### src/rtl/draw_cmd_encoder.sv
// Packs drawing requests into 32-bit draw-command words and writes them to the draw-command FIFO.
// Define DRAW_CMD_BOUNDS_CHECK_EN to reject out-of-range requests and raise the sticky err flag.
module draw_cmd_encoder #(
    parameter logic [4:0] H_LOGIC_MAX = 5'd31,
    parameter logic [4:0] V_LOGIC_MAX = 5'd23,
    parameter logic [9:0] H_PHY_MAX   = 10'd639,
    parameter logic [8:0] V_PHY_MAX   = 9'd479,
    parameter logic [7:0] BG_COLOR    = 8'hff
) (
    input  logic        clk,
    input  logic        rst_n,
    input  logic        req_vld,
    output logic        req_rdy,
    input  logic [1:0]  req_op,
    input  logic [4:0]  req_x0,
    input  logic [4:0]  req_y0,
    input  logic [4:0]  req_x1,
    input  logic [4:0]  req_y1,
    input  logic [7:0]  req_color,
    input  logic [9:0]  req_px_x,
    input  logic [8:0]  req_px_y,
    input  logic        req_px_mode,
    input  logic        ff_full,
    output logic        ff_wren,
    output logic [31:0] ff_wdat,
    output logic        busy,
    output logic [15:0] cmd_cnt,
    output logic        err
);

    typedef enum logic [1:0] {
        IDLE   = 2'd0,
        EMIT_A = 2'd1,
        EMIT_B = 2'd2
    } state_e;

    state_e      state_q, state_d;
    logic [31:0] wdat_q, wdat_d;
    logic [31:0] word_b_q, word_b_d;
    logic [15:0] cnt_q, cnt_d;
    logic        err_q, err_d;
    logic        hs;
    logic        req_bad;
    logic [31:0] word_first;
    logic [31:0] word_move;

    assign req_rdy = (state_q == IDLE);
    assign busy    = (state_q != IDLE);
    assign hs      = req_vld & req_rdy;
    assign ff_wren = busy & ~ff_full & rst_n;
    assign ff_wdat = wdat_q;
    assign cmd_cnt = cnt_q;
    assign err     = err_q;

    // For a move, the first word erases the old cell and the second draws the new one.
    always_comb begin
        word_first = '0;
        case (req_op)
            2'd0:    word_first = {4'h0, req_x0, req_y0, req_color, 10'b0};
            2'd1:    word_first = {4'h1, req_x0, req_y0, req_x1, req_y1, req_color};
            2'd2:    word_first = {4'h9, req_px_x, req_px_y, req_color, req_px_mode};
            default: word_first = {4'h0, req_x0, req_y0, BG_COLOR, 10'b0};
        endcase
        word_move = {4'h0, req_x1, req_y1, req_color, 10'b0};
    end

`ifdef DRAW_CMD_BOUNDS_CHECK_EN
    always_comb begin
        req_bad = 1'b0;
        case (req_op)
            2'd0:    req_bad = (req_x0 > H_LOGIC_MAX) | (req_y0 > V_LOGIC_MAX);
            2'd1:    req_bad = (req_x0 > H_LOGIC_MAX) | (req_y0 > V_LOGIC_MAX) |
                               (req_x1 > H_LOGIC_MAX) | (req_y1 > V_LOGIC_MAX) |
                               (req_x0 > req_x1) | (req_y0 > req_y1);
            2'd2:    req_bad = (req_px_x > H_PHY_MAX) | (req_px_y > V_PHY_MAX);
            default: req_bad = (req_x0 > H_LOGIC_MAX) | (req_y0 > V_LOGIC_MAX) |
                               (req_x1 > H_LOGIC_MAX) | (req_y1 > V_LOGIC_MAX);
        endcase
    end
`else
    logic unused_limits;
    assign req_bad       = 1'b0;
    assign unused_limits = ^{H_LOGIC_MAX, V_LOGIC_MAX, H_PHY_MAX, V_PHY_MAX};
`endif

    always_comb begin
        state_d  = state_q;
        wdat_d   = wdat_q;
        word_b_d = word_b_q;
        err_d    = err_q;
        cnt_d    = cnt_q + {15'd0, ff_wren};
        case (state_q)
            IDLE: begin
                if (hs) begin
                    if (req_bad) begin
                        err_d = 1'b1;
                    end else begin
                        wdat_d   = word_first;
                        word_b_d = word_move;
                        state_d  = (req_op == 2'd3) ? EMIT_A : EMIT_B;
                    end
                end
            end
            EMIT_A: begin
                if (ff_wren) begin
                    wdat_d  = word_b_q;
                    state_d = EMIT_B;
                end
            end
            EMIT_B: begin
                if (ff_wren) begin
                    state_d = IDLE;
                end
            end
            default: state_d = IDLE;
        endcase
    end

    always_ff @(posedge clk) begin
        if (!rst_n) begin
            state_q  <= IDLE;
            wdat_q   <= '0;
            word_b_q <= '0;
            cnt_q    <= '0;
            err_q    <= 1'b0;
        end else begin
            state_q  <= state_d;
            wdat_q   <= wdat_d;
            word_b_q <= word_b_d;
            cnt_q    <= cnt_d;
            err_q    <= err_d;
        end
    end

endmodule

### config.mk
export PLATFORM = sky130hd
export DESIGN_NAME = draw_cmd_encoder
export DESIGN_NICKNAME = d
export VERILOG_FILES = /design/src/rtl/draw_cmd_encoder.sv
export SDC_FILE = /design/constraint.sdc
export NUM_CORES = 1
export LEC_CHECK = 0
export BUFFER_PORTS_ARGS = -buffer_cell sky130_fd_sc_hd__buf_2
export CAP_MARGIN = 20
export CORE_MARGIN = 2
export CORE_UTILIZATION = 54
export DETAILED_ROUTE_END_ITERATION = 12
export PLACE_DENSITY_LB_ADDON = 0.15
export SYNTH_ARGS = -nofsm -noshare
export SYNTH_HDL_FRONTEND = slang
export SYNTH_SLANG_ARGS = --single-unit
export TNS_END_PERCENT = 30
### constraint.sdc
create_clock -name clk -period 9.2 [get_ports clk]
set_clock_uncertainty 0.15 [all_clocks]
set_input_delay 2.76 -clock clk [delete_from_list [all_inputs] [get_ports clk]]
set_output_delay 2.76 -clock clk [all_outputs]
set_load 0.02 [all_outputs]
==> summary.txt <==
Route
  • Routed Antenna Nets: 0
  • Top layer in use: met4
  • WL final: between 7000 and 8000 µm
  • Met3 Wirelength: around 560 µm
  • Metal2 WL: 3680 µm
  • Via density: between 5 and 6
  • DRT iter0 DRCs: approximately 270
  • Total vias in the final route: approximately 3,000
  • Wl on met1: between 3000 and 4000 µm
  • # DRC: 0
  • Wire per inst: roughly 15 µm
  • Drt first pass iters: 5

STA
  • RSZ-0062 raised after global routing: no
  • Worst-Margin Slew: about 0.91 ns
  • Fmax: around 0.14 GHz
  • Post-route minimum period: ~7 ns
  • Final setup fails: 0
  • Final Max Slew Viols: 0
  • Final Hold Fails: 0
  • Worst rel slew slack: 39.2%
  • Final worst path period share: 76.1%
  • Fin worst setup slack: between 2 and 2.5 ns
  • Setup Total Neg Slack: 0 ns

Clock tree
  • CTS HTree Levels: 3
  • Clock latency at the later pin of the worst-skew pair: about 0.33 ns
  • Post-cts sizing count: 0
  • Clock Pin Slew Worst Setup and Hold Paths: 0.06 ns
  • CTS Buf Count: 9
  • Clk buf depth: 2
  • CTS tree: yes
  • CTS root buf: clkbuf_8
  • Hold-fix buffers, CTS: 0
  • CTS Sinks: 66
  • Setup bufs post-CTS: 0

Global route
  • Vias in the first global route: 2,609
  • Gr usage total: about a quarter
  • Initial antenna violation count: 0
  • First-pass GRT wire length: ~12,000 µm
  • Total gr overflow: 0
  • Largest net degree at the start of global routing: 64

Synthesis
  • Ys flop type: dfxtp_1
  • Most area-consuming cells after synthesis: dfxtp_1 43%, nand2_1 6.4%, a21boi_0 4.6%
  • Netlist Area Pre-Place: 3110 µm²
  • Yosys reg bits: 66
  • Fraction of the mapped netlist area in compound gates: between 20% and 30%
  • Synthesized area per cell: 8.65 µm²
  • Post-synth EDFFs: 0
  • Post-synthesis simple-gate area fraction: between 20% and 30%
  • Number of distinct library cells after synthesis: 36
  • Synth Instances: about 360
  • Most numerous cell in the Yosys netlist: dfxtp_1
  • Mux cell area share after synthesis: 0%
  • Most area-hungry cell type in the Yosys netlist: dfxtp_1
  • Synth async-reset ratio: 0%
  • Largest family of logic cells by synthesized area: compound AO/OA/AOI/OAI gates
  • Adder-Cell Fraction of Synth Area: about 3.2%
  • XOR/XNOR Fraction of Synth Area: ~3.4%
  • Top cells by count, synth: 66 x dfxtp_1, 53 x nand2_1, 20 x clkbuf_1
  • Ys Warns: 0
  • Post-synthesis sequential area ratio: ~43%
  • Area share of the largest cell type after synthesis: approximately 43%

Worst setup path
  • Crit path kind: input port to primary output
  • Worst R2R Setup Slack: 6.63 ns
  • Crit path largest cell delay: 0.68 ns
  • Required @ worst endpoint: between 6 and 7 ns
  • Crit-path leading delay family: buffers and inverters
  • CP Data Arrival Time: just over 4 ns
  • CP bufs+invs: 2
  • Worst R2R End: cmd_cnt[14]
  • Crit path max-delay cell type: buf_2
  • Worst-case reg-to-reg path depth: 8
  • Worst-path cell chain: buf_2 -> nor3b_1 -> buf_2
  • Crit-path max FO: 63
  • Worst R2R Start: state_q[0]
  • Critical path endpoint category: primary output
  • Startpoint Class: input port
  • Worst path most repeated cell: buf_2

Pwr
  • Peak supply drop: ~86 µV
  • Flop pwr share: between 50 and 60%
  • Internal: 0.441 mW
  • PD cells: ~160 nW/µm²
  • Sw Pwr: between 0.15 and 0.2 mW
  • Switching Share: around 28%
  • P_leak: between 1.5 and 2 nW
  • Clk pwr share: around 33%
  • Logic pwr share: between 15 and 20%

Placed design
  • Final HPWL DP: approximately 5600 µm
  • Dpl ws: roughly 2.2 ns
  • GP Congestion: between 0.8 and 0.9
  • Cell count after placement: between 500 and 600
  • IO Port Bufs: about 100

Finish
  • Area delta synth->final: 20.8%
  • Post-layout util: 67.8%
  • Fillcell total: roughly 520
  • Layout Nets: approximately 510
  • Share of cells above drive strength 1: a little over a quarter
  • Final antenna diode count: 0
  • Finished Layout Cells: ~520

Min path
  • Hold Crit Endpoint: ff_wdat[27]
  • Hold Crit Depth: 1
  • Hold Path Class: flop to flop
  • Worst hold path startpoint: ff_wdat[27]

Floorplanning
  • Chip Height: 79.9 µm
  • Core area: between 5000 and 6000 µm²
  • I/O Pins: approximately 110
  • Die Width: roughly 80 µm
  • Initial Util: around 56%
  • Die area: between 6000 and 7000 µm²
  • Num rows: 27

Status
  • Status: finished, final reports clean

Flow run
  • Max cap viols: 0
==> state kept, by name, indices dropped and copies added, names as in the netlist <==
| signal | flops |
|---|---|
| word_b_q | 18 |
| ff_wdat | 30 |
| cmd_cnt | 16 |
| state_q | 2 |
==> worst register-to-register path, delay by kind of cell, from the launching register on <==
| family | cells | cell delay [ns] |
|---|---|---|
| simple gates | 5 | 1.20 |
| fa+ha+maj | 2 | 0.58 |
| flops | 1 | 0.42 |
| xor+xnor | 1 | 0.10 |
==> area by class of cell <==
| class | count | area (µm²) | area share, % |
|---|---|---|---|
| Clock buffer | 14 | 153 | 4.07 |
| Inverter | 5 | 18.8 | 0.500 |
| Multi-Input combinational cell | 259 | 1640 | 43.6 |
| Sequential cell | 66 | 1320 | 35.2 |
| Tap cell | 72 | 90.1 | 2.40 |
| Timing Repair Buffer | 105 | 533 | 14.2 |
==> through the flow <==
stage	total power [mW]	hold WS (ns)	instance area (µm²)
global route	0.639	0.317	3750
floorplan	0.379	0.294	3110
global placement	0.412	0.282	3590
detailed placement	0.414	0.285	3590
CTS	0.612	0.300	3750
finish	0.610	0.297	3750
==> power by group through the flow <==
stage	Combinational [mW]	Sequential [mW]	Clock, mW
floorplan	0.0547	0.325	0
global route	0.111	0.310	0.219
global placement	0.0984	0.314	0
finish	0.101	0.308	0.201
CTS	0.0998	0.308	0.204
detailed placement	0.0996	0.314	0
==> cells by family (layout without fill, tap and decap cells) <==
logic type | Yosys count | in the layout
buffers and inverters | 36 | 124
AND/OR/NAND/NOR | 125 | 125
adder cells (fa/ha/maj) | 8 | 8
flip-flops | 66 | 66
other | 1 | 3
AO/OA/AOI/OAI | 111 | 111
XOR/XNOR | 12 | 12
==> cell usage in the layout, fill, tap and decap left out, types with 11 or more instances in the layout <==
master,n
nand2_1,53
nor3_1,13
and2_1,16
a21boi_0,19
a21o_1,18
dfxtp_1,66
nand4_1,12
o21ai_0,16
a221oi_1,11
a21oi_1,18
buf_2,102
==> layer usage <==
metal / vias up / track usage, %
met4: 0 / 8.98
met1: 1386 / 34.1
li1: 1467 / -
met2: 111 / 40.9
met5: - / 0
met3: 9 / 4.41
==> worst max-delay path by stage <==
stage          startpoint  slack [ns]      end  depth (start not counted)
2_1_floorplan       rst_n        2.40  ff_wren                          3
3_3_place_gp        rst_n        2.24  ff_wren                          3
3_5_place_dp        rst_n        2.21  ff_wren                          3
4_1_cts             rst_n        2.21  ff_wren                          3
5_1_grt             rst_n        2.05  ff_wren                          3
6_report            rst_n        2.20  ff_wren                          3
Power figures use the tool's default switching activity.
